==> src/rtl/life_pkg.sv <==
// life_pkg: shared FSM encoding, Life rule constants and the per-cell rule
package life_pkg;
  typedef enum logic [1:0] {IDLE, CALC, WAIT_SWAP} state_t;
  localparam int BIRTH = 3;
  localparam int SURVIVE = 2;
  localparam int NCNT_W = 4;
  function automatic logic next_cell(input logic alive, input logic [NCNT_W-1:0] n);
    return (n == NCNT_W'(BIRTH)) | (alive & (n == NCNT_W'(SURVIVE)));
  endfunction
endpackage

==> src/rtl/life_row_next.sv <==
// life_row_next: next-generation row from its upper, own and lower rows with column wrap
module life_row_next
  import life_pkg::*;
#(
  parameter int X = 8
) (
  input  logic [X-1:0] i_up,
  input  logic [X-1:0] i_mid,
  input  logic [X-1:0] i_dn,
  output logic [X-1:0] o_next
);
  for (genvar c = 0; c < X; c++) begin : g_col
    localparam int L = (c + X - 1) % X;
    localparam int R = (c + 1) % X;
    logic [NCNT_W-1:0] w_n;
    assign w_n = NCNT_W'(i_up[L]) + NCNT_W'(i_up[c]) + NCNT_W'(i_up[R]) +
                 NCNT_W'(i_mid[L]) + NCNT_W'(i_mid[R]) +
                 NCNT_W'(i_dn[L]) + NCNT_W'(i_dn[c]) + NCNT_W'(i_dn[R]);
    assign o_next[c] = next_cell(i_mid[c], w_n);
  end
endmodule

==> src/rtl/life_grid.sv <==
// life_grid: toroidal Life board, row-serial generation into a shadow, frame-aligned swap
module life_grid
  import life_pkg::*;
#(
  parameter int X = 8,
  parameter int Y = 8,
  parameter int LOG2X = 3,
  parameter int LOG2Y = 3,
  parameter int FRAMES_PER_GEN = 16
) (
  input  logic                   clk,
  input  logic                   rst,
  input  logic                   run,
  input  logic                   step,
  input  logic                   load_en,
  input  logic [LOG2Y-1:0]       load_idx,
  input  logic [X-1:0]           load_row,
  output logic [LOG2X+LOG2Y-1:0] cnt,
  output logic [X-1:0]           top_row,
  output logic                   busy,
  output logic [15:0]            gen_count
);
  localparam logic [7:0] FLAST = 8'(FRAMES_PER_GEN - 1);
  localparam logic [LOG2X+LOG2Y-1:0] SWAP_AT = {LOG2Y'(Y - 2), {LOG2X{1'b1}}};
  logic [X-1:0] r_board [Y];
  logic [X-1:0] r_shadow [Y];
  logic [LOG2X+LOG2Y-1:0] r_cnt;
  logic [7:0] r_frame;
  logic [LOG2Y-1:0] r_row;
  logic [15:0] r_gen;
  state_t r_state;
  logic w_swap, w_auto;
  logic [LOG2Y-1:0] w_prev, w_succ, w_top;
  logic [X-1:0] w_next;
  assign w_swap = r_cnt == SWAP_AT;
  assign w_auto = w_swap & run & (r_frame == FLAST);
  assign w_prev = r_row - 1'b1;
  assign w_succ = r_row + 1'b1;
  assign w_top = r_cnt[LOG2X+LOG2Y-1:LOG2X] + 1'b1;
  assign cnt = r_cnt;
  assign top_row = r_board[w_top];
  assign busy = r_state != IDLE;
  assign gen_count = r_gen;
  life_row_next #(.X(X)) u_row (
    .i_up  (r_board[w_prev]),
    .i_mid (r_board[r_row]),
    .i_dn  (r_board[w_succ]),
    .o_next(w_next)
  );
  // scan counter and frame counter that paces automatic stepping
  always_ff @(posedge clk)
    if (rst) begin
      r_cnt <= '0;
      r_frame <= '0;
    end else begin
      r_cnt <= r_cnt + 1'b1;
      if (w_swap) r_frame <= (r_frame == FLAST) ? (run ? '0 : r_frame) : r_frame + 1'b1;
    end
  // board loading, row-serial generation and commit at the swap point; loads abort a generation
  always_ff @(posedge clk)
    if (rst) begin
      for (int i = 0; i < Y; i++) begin
        r_board[i] <= '0;
        r_shadow[i] <= '0;
      end
      r_state <= IDLE;
      r_row <= '0;
      r_gen <= '0;
    end else if (load_en) begin
      r_board[load_idx] <= load_row;
      r_state <= IDLE;
    end else if (r_state == IDLE) begin
      if (step | w_auto) begin
        r_state <= CALC;
        r_row <= '0;
      end
    end else if (r_state == CALC) begin
      r_shadow[r_row] <= w_next;
      r_row <= w_succ;
      if (r_row == LOG2Y'(Y - 1)) r_state <= WAIT_SWAP;
    end else if (w_swap) begin
      for (int i = 0; i < Y; i++) r_board[i] <= r_shadow[i];
      r_gen <= r_gen + 1'b1;
      r_state <= IDLE;
    end
endmodule

==> config.mk <==
export PLATFORM = sky130hd
export DESIGN_NAME = life_grid
export DESIGN_NICKNAME = d
export VERILOG_FILES = /design/src/rtl/life_pkg.sv /design/src/rtl/life_row_next.sv /design/src/rtl/life_grid.sv
export SDC_FILE = /design/constraint.sdc
export NUM_CORES = 1
export LEC_CHECK = 0
export BUFFER_PORTS_ARGS = -buffer_cell sky130_fd_sc_hd__buf_2
export CORE_UTILIZATION = 41
export DETAILED_ROUTE_END_ITERATION = 8
export PLACE_DENSITY = 0.59
export SYNTH_ARGS = -nofsm -noshare
export SYNTH_HDL_FRONTEND = slang
export SYNTH_SLANG_ARGS = --single-unit
==> constraint.sdc <==
create_clock -name clk -period 10.9 [get_ports clk]
set_input_delay 1.09 -clock clk [delete_from_list [all_inputs] [get_ports clk]]
set_output_delay 1.09 -clock clk [all_outputs]
set_load 0.01 [all_outputs]
; Word-level counts from Yosys, hierarchy flattened
; Memory sizes are Yosys's and may differ from the RTL's. A register that Yosys moved wholly into a read port is not among the register bits.
; Cells that the tools add are included.
[op_classes]
n_addsub = 62
multipliers = 0
div_mod_pow = 0
order_cmp = 0
n_eq_ne = 23
shifts = 0
muxes = 42
bitwise = 30
reduce_logical = 11
[op_table]
columns = op, n
row1 = $add A4 B1 Y4, 48
row2 = $mux W8, 12
row3 = $eq A4 B2 Y1 const B, 16
row4 = $mux W3, 7
row5 = $mux W1, 18
row6 = $or A1 B1 Y1, 17
row7 = $add A1 B1 Y2, 8
row8 = $add A16 B1 Y16 const B, 1
row9 = $reduce_or A8 Y1, 2
row10 = $and A1 B1 Y1, 10
row11 = $mux W2, 5
row12 = $add A8 B1 Y8 const B, 1
row13 = $eq A8 B4 Y1 const B, 1
row14 = $add A3 B1 Y3 const B, 2
row15 = $add A6 B1 Y6 const B, 1
row16 = $eq A6 B6 Y1 const B, 1
row17 = $reduce_and A3 Y1, 2
row18 = $reduce_and A4 Y1, 1
row19 = $reduce_bool A2 Y1, 2
row20 = $eq A3 B3 Y1 const B, 1
row21 = $ne A3 B2 Y1 const B, 1
row22 = $not A1 Y1, 3
row23 = $reduce_bool A3 Y1, 1
row24 = $sub A3 B1 Y3 const B, 1
row25 = 6 further kinds, 6
[totals]
register_bits = 35
latch_bits = 0
mem_bits_rw = 128
mem_bits_ro = 0
input_bits = 16
output_inout_bits = 31
elab_cells = 175
n_memories = 2
[memory_table]
columns = memory, words, word_bits, rd, rd_clocked_by_memory_dff, write_ports, line
row1 = r_board, 8, 8, 4, 1, 8, life_grid.sv:25  ; logic [X-1:0] r_board [Y];
row2 = r_shadow, 8, 8, 8, 0, 8, life_grid.sv:26  ; logic [X-1:0] r_shadow [Y];

; Longest topological paths before layout
; An unclocked memory read counts as a cell.
[depth]
ltp_word = 13
depth_mapped = 18
ltp_nobuf = 17

; Modules after synthesis
; A second synthesis with hierarchy kept.
[unflattened]
cells_unflattened = 819
hier_area_um2 = 10113.4
[modules_own_cells]
columns = module, instances, cells_each, area_each_um2, seq_area_each_um2
row1 = life_grid, 1, 671, 8760.9, 4604.4
row2 = life_row_next, 1, 148, 1352.5, 0.0

; Worst setup path before layout
; OpenSTA, ideal clock, no wires.
[synth_path]
path_type = register to register
from = reg r_row[0]
to = mem r_shadow[0][7], data pin
setup_time_ns = 0.162
arrival_ns = 4.858
t_required_ns = 10.738
setup_slack_ns = 5.879
stages_incl_launch_ff = 17
n_path_buf = 1
period_less_slack_ns = 5.021
path_cell_list = dfxtp_1 -> clkbuf_1 -> inv_1 -> ha_1 -> xor2_1 -> mux4_2 -> mux2_2 -> ha_1 -> fa_1 -> inv_1 -> fa_1 -> fa_1 -> fa_1 -> nor2_1 -> nand3_1 -> a21o_1 -> nor3_1
[synth_lines]
columns = item, line
row1 = "start, declared", life_grid.sv:29  ; logic [LOG2Y-1:0] r_row;
row2 = "start signal, assigned", life_grid.sv:79  ; r_row <= w_succ;
row3 = "end, declared", life_grid.sv:26

==> results.json <==
{
  "maxSlewViolCount": 0,
  "ys.flop_type": "edfxtp_1",
  "n_fill_cell": 2247,
  "synth_edf_count": 128,
  "cp.required_ps": 11030,
  "place.gp.congestion": 0.972,
  "die_h_microns": 160,
  "hold_path.class": "register to register",
  "dp.cells": 1200,
  "powerDensity_nw_per_um2": 174,
  "worstPathMaxFanout": 9,
  "yosysWarningCount": 0,
  "drtAntennaViolNets": 0,
  "synth_top_family_by_area": "multiplexers",
  "synthesis.area_per_instance_sq_um": 11.8,
  "cp.arrival_ps": 5700,
  "syn_area_sq_um": 10300,
  "clkTransAtPathRegs_ps": 70,
  "rr_worst_depth": 13,
  "vias": 7435,
  "synth_adder_area_share": 0.100,
  "cts_root_buf": "clkbuf_16",
  "start_kind": "register",
  "muxShareOfSynthArea": 0.157,
  "drt_wl_total_microns": 29400,
  "post-route-period-util": 0.511,
  "seq_area_sq_um": 4610,
  "cts_buffers": 17,
  "synth_nets": 948,
  "h-tree-depth": 4,
  "clockBufferDepth": 2,
  "die_width_microns": 160,
  "grt_max_degree": 67,
  "via_per_inst": 6.03,
  "numClockSinks": 166,
  "worstHoldPathCells": 1,
  "clock_skew_ps": 22.5,
  "num_io_pins": 47,
  "antenna_found_initial": 0,
  "netlist_instances": 869,
  "critical_path_class": "register to register",
  "route.detailed.drc": 0,
  "first_pass_iters": 5,
  "status": "completed",
  "cts_resized": 0,
  "rsz0062_at_grt": "no",
  "postCtsHoldBufs": 0,
  "insertion_delay_ps": 440,
  "synth_compound_area_frac": 0.0926,
  "fin_crit_ps": 5570,
  "vdd_drop_max_mv": 0.0806,
  "ys_seq_area_frac": 0.449,
  "fin_nets": 974,
  "die_area_sq_um": 25600,
  "max_cap_viol_count": 0,
  "coreArea_sq_um": 24400,
  "multi_input_area_sq_um": 5180,
  "grt_pass1_wl_microns": 44700,
  "antenna_cells": 0,
  "grt_pass1_vias": 7278,
  "setup_viol": 0,
  "hpwl_microns": 21700,
  "end_kind": "register",
  "tightest_slew_ps": 1180,
  "core.rowCount": 57,
  "finalHoldViolCount": 0,
  "ys_ff_latch": 166,
  "power.leakage_nw": 4.10,
  "synthXorXnorAreaFrac": 0.0145,
  "synthSimpleGateAreaFrac": 0.141,
  "setup_tns_ps": 0,
  "grt-ovfl-total": 0,
  "final_cells": 1232,
  "syn2layout_area_growth_pct": 10.8,
  "post_cts_buffers": 0,
  "synth_cell_types": 53,
  "fmax_mhz": 180,
  "slew_headroom": 0.202,
  "dr.first_iter.drc_count": 713,
  "grtUsageTotal": 0.238,
  "drive_above_1_share": 0.181,
  "async_reset_ff_frac": 0,
  "cts_tree": "yes",
  "wire_per_inst_microns": 23.9,
  "initial_core_util": 0.420,
  "portBuffers": 46
}
## cell families after synthesis
logic type	after synthesis
xor+xnor	17
flops	166
compound gates	130
buf+inv	111
mux	110
fa+ha+maj	63
simple gates	272
## cell usage after synthesis (all sizes together), types with 4 or more instances
library cell  count  area [sq um]
xor2              5          43.8
nand2            44           165
nor2             31           116
a21o              8          60.1
edfxtp          128          3840
buf              24           143
nand4             7          43.8
mux2             27           304
nand3            24           120
a311oi            6          52.6
ha               31           388
dfxtp            38           761
nor3             75           375
a21boi            4          30.0
inv              59           221
nor4              6          37.5
a22o             50           438
clkbuf           28           105
mux4             38           856
o21ai            24           120
mux2i            45           450
or3              18           113
a21oi            16          80.1
a31oi             4          25.0
nand2b           40           250
fa               32           641
xnor2            12           105
a22oi            11          82.6
nor2b             4          25.0
## through the flow
step	setup WS [ps]	total power (W)	area [sq um]	hold slack (ps)	util
2_1_floorplan	5880	0.00112	10300	467	-
3_3_place_gp	5430	0.00135	10700	446	0.441
3_5_place_dp	5370	0.00136	10700	456	0.441
4_1_cts	5370	0.00197	11400	473	0.466
5_1_grt	5020	0.00207	11400	527	0.466
6_report	5330	0.00197	11400	470	0.466
## layout by cell type (no fill, tap or decap), types with 31 or more instances in the layout
| master | netlist | final |
|---|---|---|
| a22o_1 | 50 | 50 |
| buf_2 | 12 | 46 |
| dfxtp_1 | 38 | 36 |
| edfxtp_1 | 128 | 128 |
| fa_1 | 32 | 32 |
| ha_1 | 31 | 31 |
| inv_1 | 59 | 59 |
| mux2i_1 | 45 | 45 |
| mux4_2 | 38 | 38 |
| nand2_1 | 44 | 44 |
| nand2b_1 | 40 | 40 |
| nor2_1 | 31 | 31 |
| nor3_1 | 75 | 75 |
## final cells by class
class                      instances  share of cell area
multi-input combinational        592               0.456
timing repair buffer              59              0.0289
sequential                       166               0.406
clock buffer                      17              0.0374
clock inverter                    15              0.0166
inverter                          59              0.0195
tap                              324              0.0357
## state kept, by name (all words and copies together), names as in the netlist, named ones only
| name | flops |
|---|---|
| r_board | 64 |
| r_shadow | 64 |
| gen_count | 16 |
| r_frame | 8 |
| cnt | 6 |
| r_row | 3 |
| r_state | 2 |
## where the power goes
part,internal (W),leakage (nW),total [W],switching (W)
Combinational,0.000204,2.21,0.000619,0.000416
Sequential,0.000707,1.59,0.000736,0.0000285
Clock,0.000315,0.297,0.000616,0.000301
## routing by layer
metal  vias up  part of all wire  track usage
met5         -                 0            0
met4         0             0.036        0.109
met3        59             0.076       0.0442
met2       342              0.48        0.385
met1      3705              0.41        0.309
li1       3329                 -            -
## critical path, cell delays in order (launching register included)
cell and delay, ps:
dfxtp_1 460, inv_1 100, ha_1 220, xor2_1 800
mux4_2 410, mux2_2 330, ha_1 310, fa_1 530
inv_1 50, fa_1 500, fa_1 550, inv_1 40
a41oi_1 870, nor3_1 90
## path summary, 6_finish.rpt
path	start	end	slack (ps)
max reg2reg	r_row[1]$_SDFFE_PP0P_	r_shadow[2][7]$_SDFFCE_PN0P_	5330
max	r_row[1]$_SDFFE_PP0P_	r_shadow[2][7]$_SDFFCE_PN0P_	5330
min reg2reg	cnt[0]$_SDFF_PP0_	cnt[0]$_SDFF_PP0_	470
min	cnt[0]$_SDFF_PP0_	cnt[0]$_SDFF_PP0_	470
No activity file was read; power rests on OpenSTA's default activity.
